[config.mk]
export PLATFORM = sky130hd
export DESIGN_NAME = sar_search
export DESIGN_NICKNAME = d
export VERILOG_FILES = /design/src/rtl/sar_search_pkg.sv /design/src/rtl/sar_search.sv
export SDC_FILE = /design/constraint.sdc
export NUM_CORES = 1
export LEC_CHECK = 0
export ABC_AREA = 1
export CAP_MARGIN = 25
export CORE_UTILIZATION = 28
export CTS_CLUSTER_SIZE = 16
export DETAILED_ROUTE_END_ITERATION = 7
export PLACE_DENSITY = 0.57
export SLEW_MARGIN = 5
export SYNTH_ARGS = -nofsm -noshare
export SYNTH_HDL_FRONTEND = slang
export SYNTH_SLANG_ARGS = --single-unit
[constraint.sdc]
create_clock -name clk -period 1.1 [get_ports clk]
set_input_delay 0.275 -clock clk [delete_from_list [all_inputs] [get_ports clk]]
set_output_delay 0.275 -clock clk [all_outputs]
set_load 0.01 [all_outputs]
[src/rtl/sar_search_pkg.sv]
// ----------------------------------------------------------------------------
// sar_search_pkg
//   Shared definitions for the successive-approximation search controller:
//   FSM state encoding and the default search width.
//   Imported by: sar_search
// ----------------------------------------------------------------------------
package sar_search_pkg;

    // Default width of target, guess and result.
    localparam int unsigned DefaultW = 4;

    // Controller states. StWait is only reachable when the comparator path is
    // registered (SAR_PIPE_CMP_EN); it keeps the same encoding either way.
    typedef enum logic [1:0] {
        StIdle  = 2'd0,
        StProbe = 2'd1,
        StWait  = 2'd2,
        StDone  = 2'd3
    } state_e;

endpackage

[src/rtl/sar_search.sv]
// ----------------------------------------------------------------------------
// sar_search
//   Successive-approximation search controller. Recovers an unknown W-bit
//   target T by binary search against an external greater-than comparator
//   wired as gt_in = (T > guess).
//
//   Each probe of bit i drives guess = acc | ((1 << i) - 1): the bits already
//   decided above i, bit i cleared and every lower bit set. Then
//   T > guess  <=>  T >= acc | (1 << i), so gt_in directly decides bit i.
//   The guess therefore never exceeds 2^W - 2 and cannot overflow.
//
//   Configuration macro:
//     SAR_PIPE_CMP_EN  undefined: gt_in is combinational from guess and is
//                      sampled in the same PROBE cycle (latency W+1).
//                      defined:   comparator output is registered; every PROBE
//                      is followed by a WAIT cycle with guess held, and gt_in
//                      is sampled at the end of WAIT (latency 2W+1).
//
//   Ports:
//     clk        in   1  system clock, rising edge
//     reset_n    in   1  synchronous reset, active-low
//     start      in   1  begin a search; only sampled in IDLE
//     gt_in      in   1  comparator output, 1 when T > guess
//     guess      out  W  candidate value driven to comparator i0
//     ready      out  1  1 while in IDLE
//     done_tick  out  1  one-cycle pulse, result valid
//     result     out  W  recovered T, held until the next accepted start
// ----------------------------------------------------------------------------
module sar_search
    import sar_search_pkg::*;
#(
    parameter int unsigned W = DefaultW
) (
    input  logic         clk,
    input  logic         reset_n,
    input  logic         start,
    input  logic         gt_in,
    output logic [W-1:0] guess,
    output logic         ready,
    output logic         done_tick,
    output logic [W-1:0] result
);

    // Bit index counter width; keep at least one bit for W == 1.
    localparam int unsigned IdxW = (W > 1) ? $clog2(W) : 1;

    state_e          state_q, state_d;
    logic [W-1:0]    acc_q, acc_d;
    logic [IdxW-1:0] idx_q, idx_d;
    logic [W-1:0]    result_q, result_d;

    logic [W-1:0]    bit_sel;      // one-hot at the bit under test
    logic [W-1:0]    low_ones;     // all ones below the bit under test
    logic [W-1:0]    probe_guess;
    logic [W-1:0]    acc_next;
    logic            decide;       // cycle in which gt_in is consumed

    assign bit_sel     = W'(1) << idx_q;
    assign low_ones    = bit_sel - W'(1);
    assign probe_guess = acc_q | low_ones;
    assign acc_next    = gt_in ? (acc_q | bit_sel) : acc_q;

    // ------------------------------------------------------------------------
    // State register
    // ------------------------------------------------------------------------
    always_ff @(posedge clk) begin
        if (!reset_n) begin
            state_q  <= StIdle;
            acc_q    <= '0;
            idx_q    <= IdxW'(W - 1);
            result_q <= '0;
        end else begin
            state_q  <= state_d;
            acc_q    <= acc_d;
            idx_q    <= idx_d;
            result_q <= result_d;
        end
    end

    // ------------------------------------------------------------------------
    // Next state and outputs
    // ------------------------------------------------------------------------
    always_comb begin
        state_d   = state_q;
        acc_d     = acc_q;
        idx_d     = idx_q;
        result_d  = result_q;
        guess     = '0;
        ready     = 1'b0;
        done_tick = 1'b0;
        decide    = 1'b0;

        unique case (state_q)
            StIdle: begin
                ready = 1'b1;
                if (start) begin
                    acc_d   = '0;
                    idx_d   = IdxW'(W - 1);
                    state_d = StProbe;
                end
            end

            StProbe: begin
                guess = probe_guess;
`ifdef SAR_PIPE_CMP_EN
                // Give the registered comparator a cycle to see this guess.
                state_d = StWait;
`else
                decide  = 1'b1;
`endif
            end

            StWait: begin
`ifdef SAR_PIPE_CMP_EN
                guess  = probe_guess;
                decide = 1'b1;
`else
                // Unreachable without the registered comparator path.
                state_d = StIdle;
`endif
            end

            StDone: begin
                guess     = acc_q;
                done_tick = 1'b1;
                state_d   = StIdle;
            end

            default: begin
                state_d = StIdle;
            end
        endcase

        // Consume gt_in for the current bit and advance to the next one.
        if (decide) begin
            acc_d = acc_next;
            if (idx_q == '0) begin
                result_d = acc_next;
                state_d  = StDone;
            end else begin
                idx_d   = idx_q - IdxW'(1);
                state_d = StProbe;
            end
        end
    end

    assign result = result_q;

endmodule

==> results.py <==
metrics = {
    "sta": {
        "slew-limit-headroom_pct": 87.3,
        "setup-tns-final_ps": -1060,
        "slew_violations": 0,
        "finalSetupViolations": 6,
        "fin_skew_ps": 1.60,
        "fmax_ghz": 0.752,
        "rsz0062_at_grt": "yes",
        "min_period_ps": 1330,
        "worst_pin_slew_ps": 190,
        "hold_viol_final": 0,
        "period_share_pct": 121,
        "fin_ws_ps": -229,
    },
    "place": {
        "place.gp.congestion": 0.711,
        "io_buffers": 13,
        "placed_area_sq_um": 821,
        "dp_hpwl_um": 970,
    },
    "critical_path": {
        "cp_top_family": "flip-flops",
        "critPathMaxStageDelay_ps": 380,
        "path_max_fanout": 4,
        "critical_path_class": "reg -> out",
        "cp_num_cells": 4,
        "reg2reg_depth": 5,
        "worstPathRequired_ps": 820,
        "startpoint_type": "flop",
        "crit_buf_inv": 1,
        "end_kind": "output pin",
        "slowest_stage": "dfxtp_4",
        "crit_chain": "nor2_8, nand3_2, o21ai_1, buf_2",
        "cp_data_arrival_time_ps": 1050,
    },
    "die": {
        "fp.coreArea_sq_mm": 0.00196,
        "die_y_um": 47.5,
        "io_pins": 14,
        "die_w_um": 47.5,
        "die_area_sq_mm": 0.00226,
        "start_util_pct": 29.6,
        "num_rows": 16,
    },
    "route": {
        "dr.pass1.iters": 4,
        "top_layer": "met4",
        "wl_met3_um": 57,
        "first_iter_violations": 16,
        "drc": 0,
        "wl_met2_um": 591,
        "vias": 593,
        "wl_per_cell_um": 9.40,
        "wl_met1_um": 690,
        "wl_mm": 1.34,
        "ant_nets": 0,
        "via_per_inst": 4.15,
    },
    "finish": {
        "drive_above_1_share_pct": 38.8,
        "fin_nets": 122,
        "num_antenna_cells": 0,
        "fin_area_sq_um": 852,
        "area_growth_pct": 46.8,
        "postLayoutCoreUtil_pct": 43.4,
    },
    "power_and_ir_drop": {
        "vdd_ir_drop_max_uv": 620,
        "leakagePower_nw": 0.448,
        "powerDensity_mw_per_mm2": 1080,
    },
    "grt": {
        "grt_pass1_vias": 516,
        "grt_max_degree": 10,
        "antenna_found_initial": 0,
        "grt_usage_pct": 13.7,
        "grt_pass1_wl_mm": 2.10,
        "grt.overflow.total": 0,
    },
    "status": {
        "status": "finished with violations",
        "failed_checks": "negative setup slack",
    },
    "synthesis": {
        "synth_seq_area_share_pct": 41.4,
        "synthesis.area_sq_um": 581,
        "ys_warn_count": 0,
        "ys_ff_latch": 12,
        "ys_types": 12,
        "avgSynthCellArea_sq_um": 6.60,
        "syn-instance-count": 88,
        "synthesis.nets": 92,
    },
    "min_path": {
        "hold_path.class": "reg -> reg",
        "whs_path_depth": 2,
    },
    "clocking": {
        "cts.clk_slew.worst_paths_ps": 80,
        "clock_latency_ps": 270,
        "cts_max_path_buffers": 2,
        "cts_hold_buf": 0,
        "htreeDepth": 1,
        "cts_tree": "yes",
        "cts.sinks": 12,
        "cts_buffers": 3,
        "root_buffer": "clkbuf_4",
    },
    "flow_run": {
        "drv_cap": 0,
    },
}
flip-flops by register name (all words and copies together) (netlist names):
| name | count |
|---|---|
| state_q | 2 |
| result | 4 |
| acc_q | 4 |
| idx_q | 2 |
cells by family after synthesis:
kind of cell / count (synthesis) / synth area share [%]
compound gates: 10 / 8.62
buf+inv: 17 / 12.7
flops: 12 / 41.4
simple gates: 49 / 37.3
cell usage in the layout (no fill, tap or decap), types with 2 or more instances in the layout:
cell type,n
nand2_1,26
inv_1,13
nor2_1,12
buf_4,12
buf_2,10
a21oi_1,7
dfxtp_2,6
nand3_1,4
dfxtp_1,4
clkbuf_4,3
clkdlybuf4s50_1,3
nor2_2,2
inv_2,2
dfxtp_4,2
tightest hold or removal path, cell delays in order, from the launching register on:
cell     delay, ps
dfxtp_1        330
a21oi_1         60
nor2_1          90
per-layer routing:
metal | vias to the layer above | track usage, %
met3 | 2 | 3.40
met1 | 253 | 18.6
met5 | - | 0
li1 | 324 | -
met2 | 14 | 20.3
met4 | 0 | 6.67
area by class of cell:
cell class                 count  area [sq um]
fill                         225          1110
multi-input combinational     59           297
sequential                    12           255
timing repair buffer          26           181
inverter                      16          62.6
tap                           27          33.8
clock buffer                   3          22.5
repair_timing:
action / in CTS / in global routing
buffers inserted: 2 / 0
gates resized for setup: 50 / 13
pin swaps: 0 / 2
endpoints found under the setup margin: 10 / 15
cells in the mapped netlist:
cell | n | area (sq um)
nand2_1 | 27 | 101
nor2_1 | 14 | 52.6
dfxtp_1 | 12 | 240
o21ai_0 | 3 | 15.0
inv_1 | 14 | 52.6
nor2_8 | 1 | 20.0
a21oi_1 | 7 | 35.0
nand2_4 | 1 | 11.3
nor2_2 | 1 | 6.26
nand3_1 | 5 | 25.0
clkbuf_8 | 1 | 13.8
inv_2 | 2 | 7.51
metrics by stage:
| stage | worst slack [ps] | hold WS (ps) | cells | total power [mW] |
|---|---|---|---|---|
| after detailed placement | -387 | 495 | 139 | 0.649 |
| after global placement | -368 | 487 | 139 | 0.649 |
| after floorplan | 16.4 | 476 | 88 | 0.557 |
| after global routing | -280 | 545 | 143 | 0.971 |
| final | -229 | 509 | 143 | 0.920 |
| after CTS | -225 | 506 | 144 | 0.920 |
worst paths after layout:
check                          end  slack, ps                     from
min          acc_q[1]$_SDFFE_PN0P_        510    acc_q[1]$_SDFFE_PN0P_
max                       guess[2]       -230  state_q[1]$_SDFFE_PN0P_
max reg2reg    idx_q[0]$_SDFF_PN1_         60  state_q[1]$_SDFFE_PN0P_
min reg2reg  acc_q[1]$_SDFFE_PN0P_        510    acc_q[1]$_SDFFE_PN0P_
power by group:
part / total (mW) / internal (mW) / switching (mW)
combinational: 0.184 / 0.0880 / 0.0964
sequential: 0.462 / 0.447 / 0.0155
clock: 0.273 / 0.127 / 0.147
Power figures use the tool's default switching activity.
